## config.mk

```make
export PLATFORM = sky130hd
export DESIGN_NAME = proc_fetch_unit
export DESIGN_NICKNAME = d
export VERILOG_FILES = /design/src/rtl/proc_fetch_unit.sv
export SDC_FILE = /design/constraint.sdc
export NUM_CORES = 1
export LEC_CHECK = 0
export CORE_MARGIN = 4
export CORE_UTILIZATION = 59
export CTS_CLUSTER_SIZE = 30
export DETAILED_ROUTE_END_ITERATION = 8
export HOLD_SLACK_MARGIN = 0.06
export PLACE_DENSITY_LB_ADDON = 0.12
export SLEW_MARGIN = 5
export SYNTH_ARGS = -nofsm -noshare
export SYNTH_HDL_FRONTEND = slang
export SYNTH_SLANG_ARGS = --single-unit
```

## constraint.sdc

```tcl
create_clock -name clk -period 4.97 [get_ports clk]
set_input_delay 1.491 -clock clk [delete_from_list [all_inputs] [get_ports clk]]
set_output_delay 1.491 -clock clk [all_outputs]
set_load 0.01 [all_outputs]
```

## src/rtl/proc_fetch_unit.sv

```systemverilog
// TinyRV1 fetch stage: owns the PC, issues in-order imem requests, and holds
// returned instructions with their PCs in a reservation queue until decode takes them.
module proc_fetch_unit #(
  parameter logic [31:0] RESET_PC = 32'h0000_0200,
  parameter int          QDEPTH   = 4
) (
  input  logic        clk,
  input  logic        rst,
  output logic        imemreq_val,
  input  logic        imemreq_rdy,
  output logic [31:0] imemreq_addr,
  input  logic        imemresp_val,
  input  logic [31:0] imemresp_data,
  input  logic        redirect_val,
  input  logic [31:0] redirect_target,
  output logic        inst_val,
  input  logic        inst_rdy,
  output logic [31:0] inst,
  output logic [31:0] inst_pc
);

  localparam int PW = $clog2(QDEPTH);
  localparam int CW = PW + 1;

  logic [31:0]       pc_q, pc_d;
  logic [QDEPTH-1:0] alloc_q, alloc_d;
  logic [QDEPTH-1:0] filled_q, filled_d;
  logic [31:0]       epc_q   [QDEPTH];
  logic [31:0]       epc_d   [QDEPTH];
  logic [31:0]       edata_q [QDEPTH];
  logic [31:0]       edata_d [QDEPTH];
  logic [PW-1:0]     head_q, head_d;
  logic [PW-1:0]     tail_q, tail_d;
  logic [PW-1:0]     fill_q, fill_d;
  logic [CW-1:0]     count_q, count_d;
  logic [CW-1:0]     drop_cnt_q, drop_cnt_d;
  logic [CW-1:0]     unfilled;
  logic              fire;
  logic              deq;

  // Requests are blocked while wrong-path responses are still owed to us.
  assign imemreq_val  = !rst && !redirect_val && (drop_cnt_q == '0) && (count_q < CW'(QDEPTH));
  assign imemreq_addr = pc_q;
  assign fire         = imemreq_val && imemreq_rdy;

  assign inst_val = !rst && !redirect_val && alloc_q[head_q] && filled_q[head_q];
  assign inst     = alloc_q[head_q] ? edata_q[head_q] : '0;
  assign inst_pc  = alloc_q[head_q] ? epc_q[head_q]   : '0;
  assign deq      = inst_val && inst_rdy;

  always_comb begin
    unfilled = '0;
    for (int i = 0; i < QDEPTH; i++) begin
      if (alloc_q[i] && !filled_q[i]) unfilled = unfilled + CW'(1);
    end
  end

  always_comb begin
    // NOTE: every _d gets its hold value first so no path through this block infers a latch.
    pc_d       = pc_q;
    alloc_d    = alloc_q;
    filled_d   = filled_q;
    epc_d      = epc_q;
    edata_d    = edata_q;
    head_d     = head_q;
    tail_d     = tail_q;
    fill_d     = fill_q;
    count_d    = count_q;
    drop_cnt_d = drop_cnt_q;

    if (redirect_val) begin
      // In-flight requests for unfilled entries will still return and must be dropped;
      // a response landing this very cycle is already one of them.
      pc_d       = redirect_target;
      alloc_d    = '0;
      filled_d   = '0;
      head_d     = '0;
      tail_d     = '0;
      fill_d     = '0;
      count_d    = '0;
      drop_cnt_d = drop_cnt_q + unfilled - CW'(imemresp_val);
    end else begin
      if (fire) begin
        alloc_d[tail_q]  = 1'b1;
        filled_d[tail_q] = 1'b0;
        epc_d[tail_q]    = pc_q;
        tail_d           = tail_q + PW'(1);
        pc_d             = pc_q + 32'd4;
      end
      if (imemresp_val) begin
        if (drop_cnt_q != '0) begin
          drop_cnt_d = drop_cnt_q - CW'(1);
        end else begin
          edata_d[fill_q]  = imemresp_data;
          filled_d[fill_q] = 1'b1;
          fill_d           = fill_q + PW'(1);
        end
      end
      if (deq) begin
        alloc_d[head_q]  = 1'b0;
        filled_d[head_q] = 1'b0;
        head_d           = head_q + PW'(1);
      end
      count_d = count_q + CW'(fire) - CW'(deq);
    end
  end

  // NOTE: sequential state is updated with <= so every flop samples pre-edge values.
  always_ff @(posedge clk) begin
    if (rst) begin
      pc_q       <= RESET_PC;
      alloc_q    <= '0;
      filled_q   <= '0;
      head_q     <= '0;
      tail_q     <= '0;
      fill_q     <= '0;
      count_q    <= '0;
      drop_cnt_q <= '0;
    end else begin
      pc_q       <= pc_d;
      alloc_q    <= alloc_d;
      filled_q   <= filled_d;
      head_q     <= head_d;
      tail_q     <= tail_d;
      fill_q     <= fill_d;
      count_q    <= count_d;
      drop_cnt_q <= drop_cnt_d;
    end
  end

  // NOTE: entry payloads are not reset; alloc/filled qualify them, so stale contents are never used.
  always_ff @(posedge clk) begin
    epc_q   <= epc_d;
    edata_q <= edata_d;
  end

endmodule

```

# After elaboration in Yosys (flattened, before gate mapping)
# Index checks and enable logic that the tools add are counted.
totals:
  input_bits: 70
  output_inout_bits: 98
  wordCells: 126
  regBits: 308
op_classes:
  magnitude_cmp: 12
  n_reduce_logical: 32
  mux: 42
  n_addsub: 12
  bitwise_logic: 12
ops:
  columns: ["op", "n"]
  rows:
  - ["$mux W32", 10]
  - ["$bwmux W128", 2]
  - ["$bmux W32 S2", 2]
  - ["$demux W32 S2", 2]
  - ["$mux W4", 9]
  - ["$add A32 B3 Y32 const B", 1]
  - ["$mux W3", 6]
  - ["$logic_and A1 B1 Y1", 16]
  - ["$and A4 B4 Y4", 3]
  - ["$add A3 B1 Y3 const B", 3]
  - ["$ge A3 B3 Y1 const B", 3]
  - ["$lt A2 B3 Y1 const B", 3]
  - ["$not A2 Y3", 3]
  - ["$not A4 Y4", 2]
  - ["$or A4 B4 Y4", 2]
  - ["$add A2 B1 Y2 const B", 3]
  - ["$demux W1 S2", 3]
  - ["$ge A2 B1 Y1 const B", 3]
  - ["$logic_not A1 Y1", 6]
  - ["$lt A3 B1 Y1 const B", 2]
  - ["$mux W1", 6]
  - ["$reduce_and A2 Y1", 3]
  - ["$reduce_bool A2 Y1", 3]
  - ["$sub A3 B1 Y3", 2]
  - ["other kinds (10)", 12]

# Logic depth before layout (Yosys ltp)
depth:
  ltp_word: 14
  depth_mapped: 13
  mapped_depth_nobuf: 12

# Worst setup path after synthesis
# Ideal clock, no wire load.
synth_path:
  kind: "input to output"
  startpoint: "in rst"
  endpoint: "out inst_val"
  path_stages: 5
  setup_slack_ps: 894
  path_buffers: 3
  required_time_ps: 3479
  arrival_time_ps: 2585
  cell_sequence: "clkbuf_1 -> nor2_1 -> clkbuf_1 -> clkbuf_1 -> and3_1"
synth_between:
  elab_chain_cells: 4
synth_rtl:
  columns: ["element", "line_no", "source"]
  rows:
  - ["start: declaration", "8", "input logic rst,"]
  - ["$logic_not A1 Y1", "46", "assign inst_val = !rst && !redirect_val && alloc_q[head_q] && filled_q[head_q];"]
  - ["$logic_and A1 B1 Y1 (3 in a row)", "46", null]
  - ["end: declaration", "16", "output logic inst_val,"]
# No other way between the ends.

# Worst setup path after layout
layout_path:
  startpoint: "in redirect_val"
  endpoint: "out inst_val"
layout_between:
  elab_chain_cells: 4
layout_rtl:
  columns: ["element", "line_no", "source"]
  rows:
  - ["start: declaration", "14", "input logic redirect_val,"]
  - ["$logic_not A1 Y1", "46", null]
  - ["$logic_and A1 B1 Y1 (3 in a row)", "46", null]
# No other way between the ends.

==> results.tsv <==
metric	value	unit
slew_headroom	0.326	
syn-cell-area	12900	sq um
synth_commonest_cells	edfxtp_1, and2_1, mux4_2, dfxtp_1, nand2_1	
async_reset_ff_frac	0	
rsz0062_at_grt	no	
synthToLayoutAreaGrowth	22.8	%
max_stage_delay	0.55	ns
synth_top_family_by_area	multiplexers	
path_class	in2out	
p_clk_frac	0.396	
ys_seq_elements	308	
yosysMostFrequentCell	edfxtp_1	
cts.htree.levels	1	
tns	0	ns
drc_errors	0	
wl_per_cell	22.4	um
cp_slowest_cell	clkdlybuf4s50_1	
seqCellArea	8740	sq um
viasPerCell	6.15	
via_count	7762	
antenna_found_initial	0	
synth-main-ff-cell	edfxtp_1	
startpoint_type	input port	
clkSlewWorstSetupHoldPaths	0.06	ns
leakagePower	0.00511	uW
final_layout_size_suffix_gt1_frac	0.138	
ys_top_cells_by_area	edfxtp_1, mux4_2, dfxtp_1	
timing.hold.ws	0.512	ns
row_count	53	
slew_violations	0	
hold_viol	0	
setup_viol	0	
multi_input_area	3890	sq um
finalClockSkew	0.0123	ns
synth_seq_area_share	0.678	
cts_buffers	30	
yosysTopAreaCellShare	0.597	
drv_cap	0	
worst_ep_arrival_time	3.15	ns
cp-end-kind	output pin	
grt_start_max_net_pins	70	
numPortBuffers	167	
synthMuxAreaShare	0.120	
synthAdderAreaFrac	0.0245	
synth_compound_area_frac	0.0445	
grt_pass1_vias	7932	
synth-xor-area-share	0.0106	
ctsResizeCount	0	
syn-mean-instance-area	16.2	sq um
place_congestion	0.882	
grt_overflow	0	
first_pass_iters	5	
core_area	21200	sq um
antennaDiodeCount	0	
clk_latency	0.55	ns
cts_tree	yes	
io_pins	168	
p_int	4230	uW
hp-class	reg2reg	
fmax	0.215	GHz
p_comb_frac	0.061	
cts_buffer_depth	3	
synth_top_area_cell	edfxtp_1	
fin_crit_sh	0.935	
synth_nets	889	
nets	1058	
yosys.area_share.simple	0.102	
wl	28.3	mm
ys_types	54	
p_per_area	340	nW/um^2
track_usage	0.235	
yosysWarnings	0	
status	complete, no violations	
initial_core_util	0.607	
synth_edf_count	256	
crit_required	3.48	ns
cts_root_buffer	clkbuf_16	
grt_pass1_wl	44.6	mm
dr.first_iter.drc_count	575	
ir_drop	0.000289	V
clock_sinks	308	
fin_cells	1262	
cts-hold-fix-buffers	0	
cts_setup_buffers	0	
die_w	156	um
crit_path_max_fanout	16	
n_fill_cell	1277	
crit_top_cell	clkdlybuf4s50_1	
max_slew.worst_pin.slew	1.01	ns
die_y	156	um
finalCriticalPeriod	4.65	ns
synthesis.instances	795	
switching_share	0.212	
p_switching	1140	uW
hpwl	17.9	mm
drtAntennaViolNets	0	
sequentialPowerShare	0.543	
crit_chain	clkdlybuf4s50_1 -> buf_4 -> nor2_1 -> and3_1 -> clkdlybuf4s50_1	
dp.cells	1207	
die_area	24300	sq um
state kept, by name (all words and copies together) (netlist names):
| name | count |
|---|---|
| edata_q | 128 |
| epc_q | 128 |
| imemreq_addr | 32 |
| alloc_q | 4 |
| filled_q | 4 |
| count_q | 3 |
| drop_cnt_q | 3 |
| fill_q | 2 |
| head_q | 2 |
| tail_q | 2 |
stage by stage:
| step | setup WS (ns) | util | cell area [sq um] | total power (uW) |
|---|---|---|---|---|
| floorplan | 0.894 | - | 12900 | 3110 |
| global placement | 0.340 | 0.701 | 14900 | 3280 |
| detailed placement | 0.333 | 0.701 | 14900 | 3290 |
| CTS | 0.328 | 0.745 | 15800 | 5400 |
| global route | 0.263 | 0.745 | 15800 | 5540 |
| finish | 0.325 | 0.745 | 15800 | 5370 |
cell families after synthesis:
kind of cell,count (synthesis)
adders and majority gates,24
DFF,308
buffers and inverters,68
AOI/OAI and AO/OA,82
xor gates and xnor gates,14
and+or+nand+nor,227
muxes,72
placed cells by master (no fill, tap or decap), drive strengths merged, types with 12 or more instances in the layout:
| master | instances |
|---|---|
| ha | 22 |
| nand3 | 17 |
| a31oi | 13 |
| nand4 | 13 |
| clkinv | 13 |
| edfxtp | 256 |
| inv | 22 |
| nor2 | 20 |
| buf | 16 |
| a211oi | 12 |
| mux4 | 66 |
| dfxtp | 52 |
| nand2 | 43 |
| clkdlybuf4s50 | 167 |
| and2 | 71 |
| a21oi | 16 |
| clkbuf | 38 |
critical path, delay by kind of cell:
kind          cells  cell delay [ns]
buf+inv           3             1.19
simple gates      2             0.46
area by class of cell:
type | instances | area share
well taps | 275 | 0.0218
inverters | 22 | 0.00522
repair buffers | 183 | 0.116
flip-flops and latches | 308 | 0.552
clock buffers | 38 | 0.0494
multi-input cells | 419 | 0.246
clock inverters | 17 | 0.00926
power groups by stage:
stage          clock [uW]  combinational, uW  sequential (uW)
6_report             2130                327             2920
2_1_floorplan           0                152             2950
3_5_place_dp            0                325             2970
5_1_grt              2270                353             2920
4_1_cts              2150                328             2910
3_3_place_gp            0                314             2960
worst paths after layout:
path                      from  slack, ns  cells past startpoint         end
setup / recovery  redirect_val       0.32                      5    inst_val
hold / removal       tail_q[1]       0.51                      2   tail_q[1]
setup reg to reg     head_q[1]       1.29                     12  count_q[2]
hold reg to reg      tail_q[1]       0.51                      2   tail_q[1]
layer usage:
layer  global-route usage  vias to the layer above  routed length (um)  part of all wire
li1                     -                     3470                   -                 -
met1                0.321                     3885               10900              0.39
met3               0.0397                       37                2260             0.080
met5                    0                        -                   0                 0
met4               0.0488                        0                 462             0.016
met2                0.408                      370               14700              0.52
Note: power is estimated with default switching activity, not from simulation.
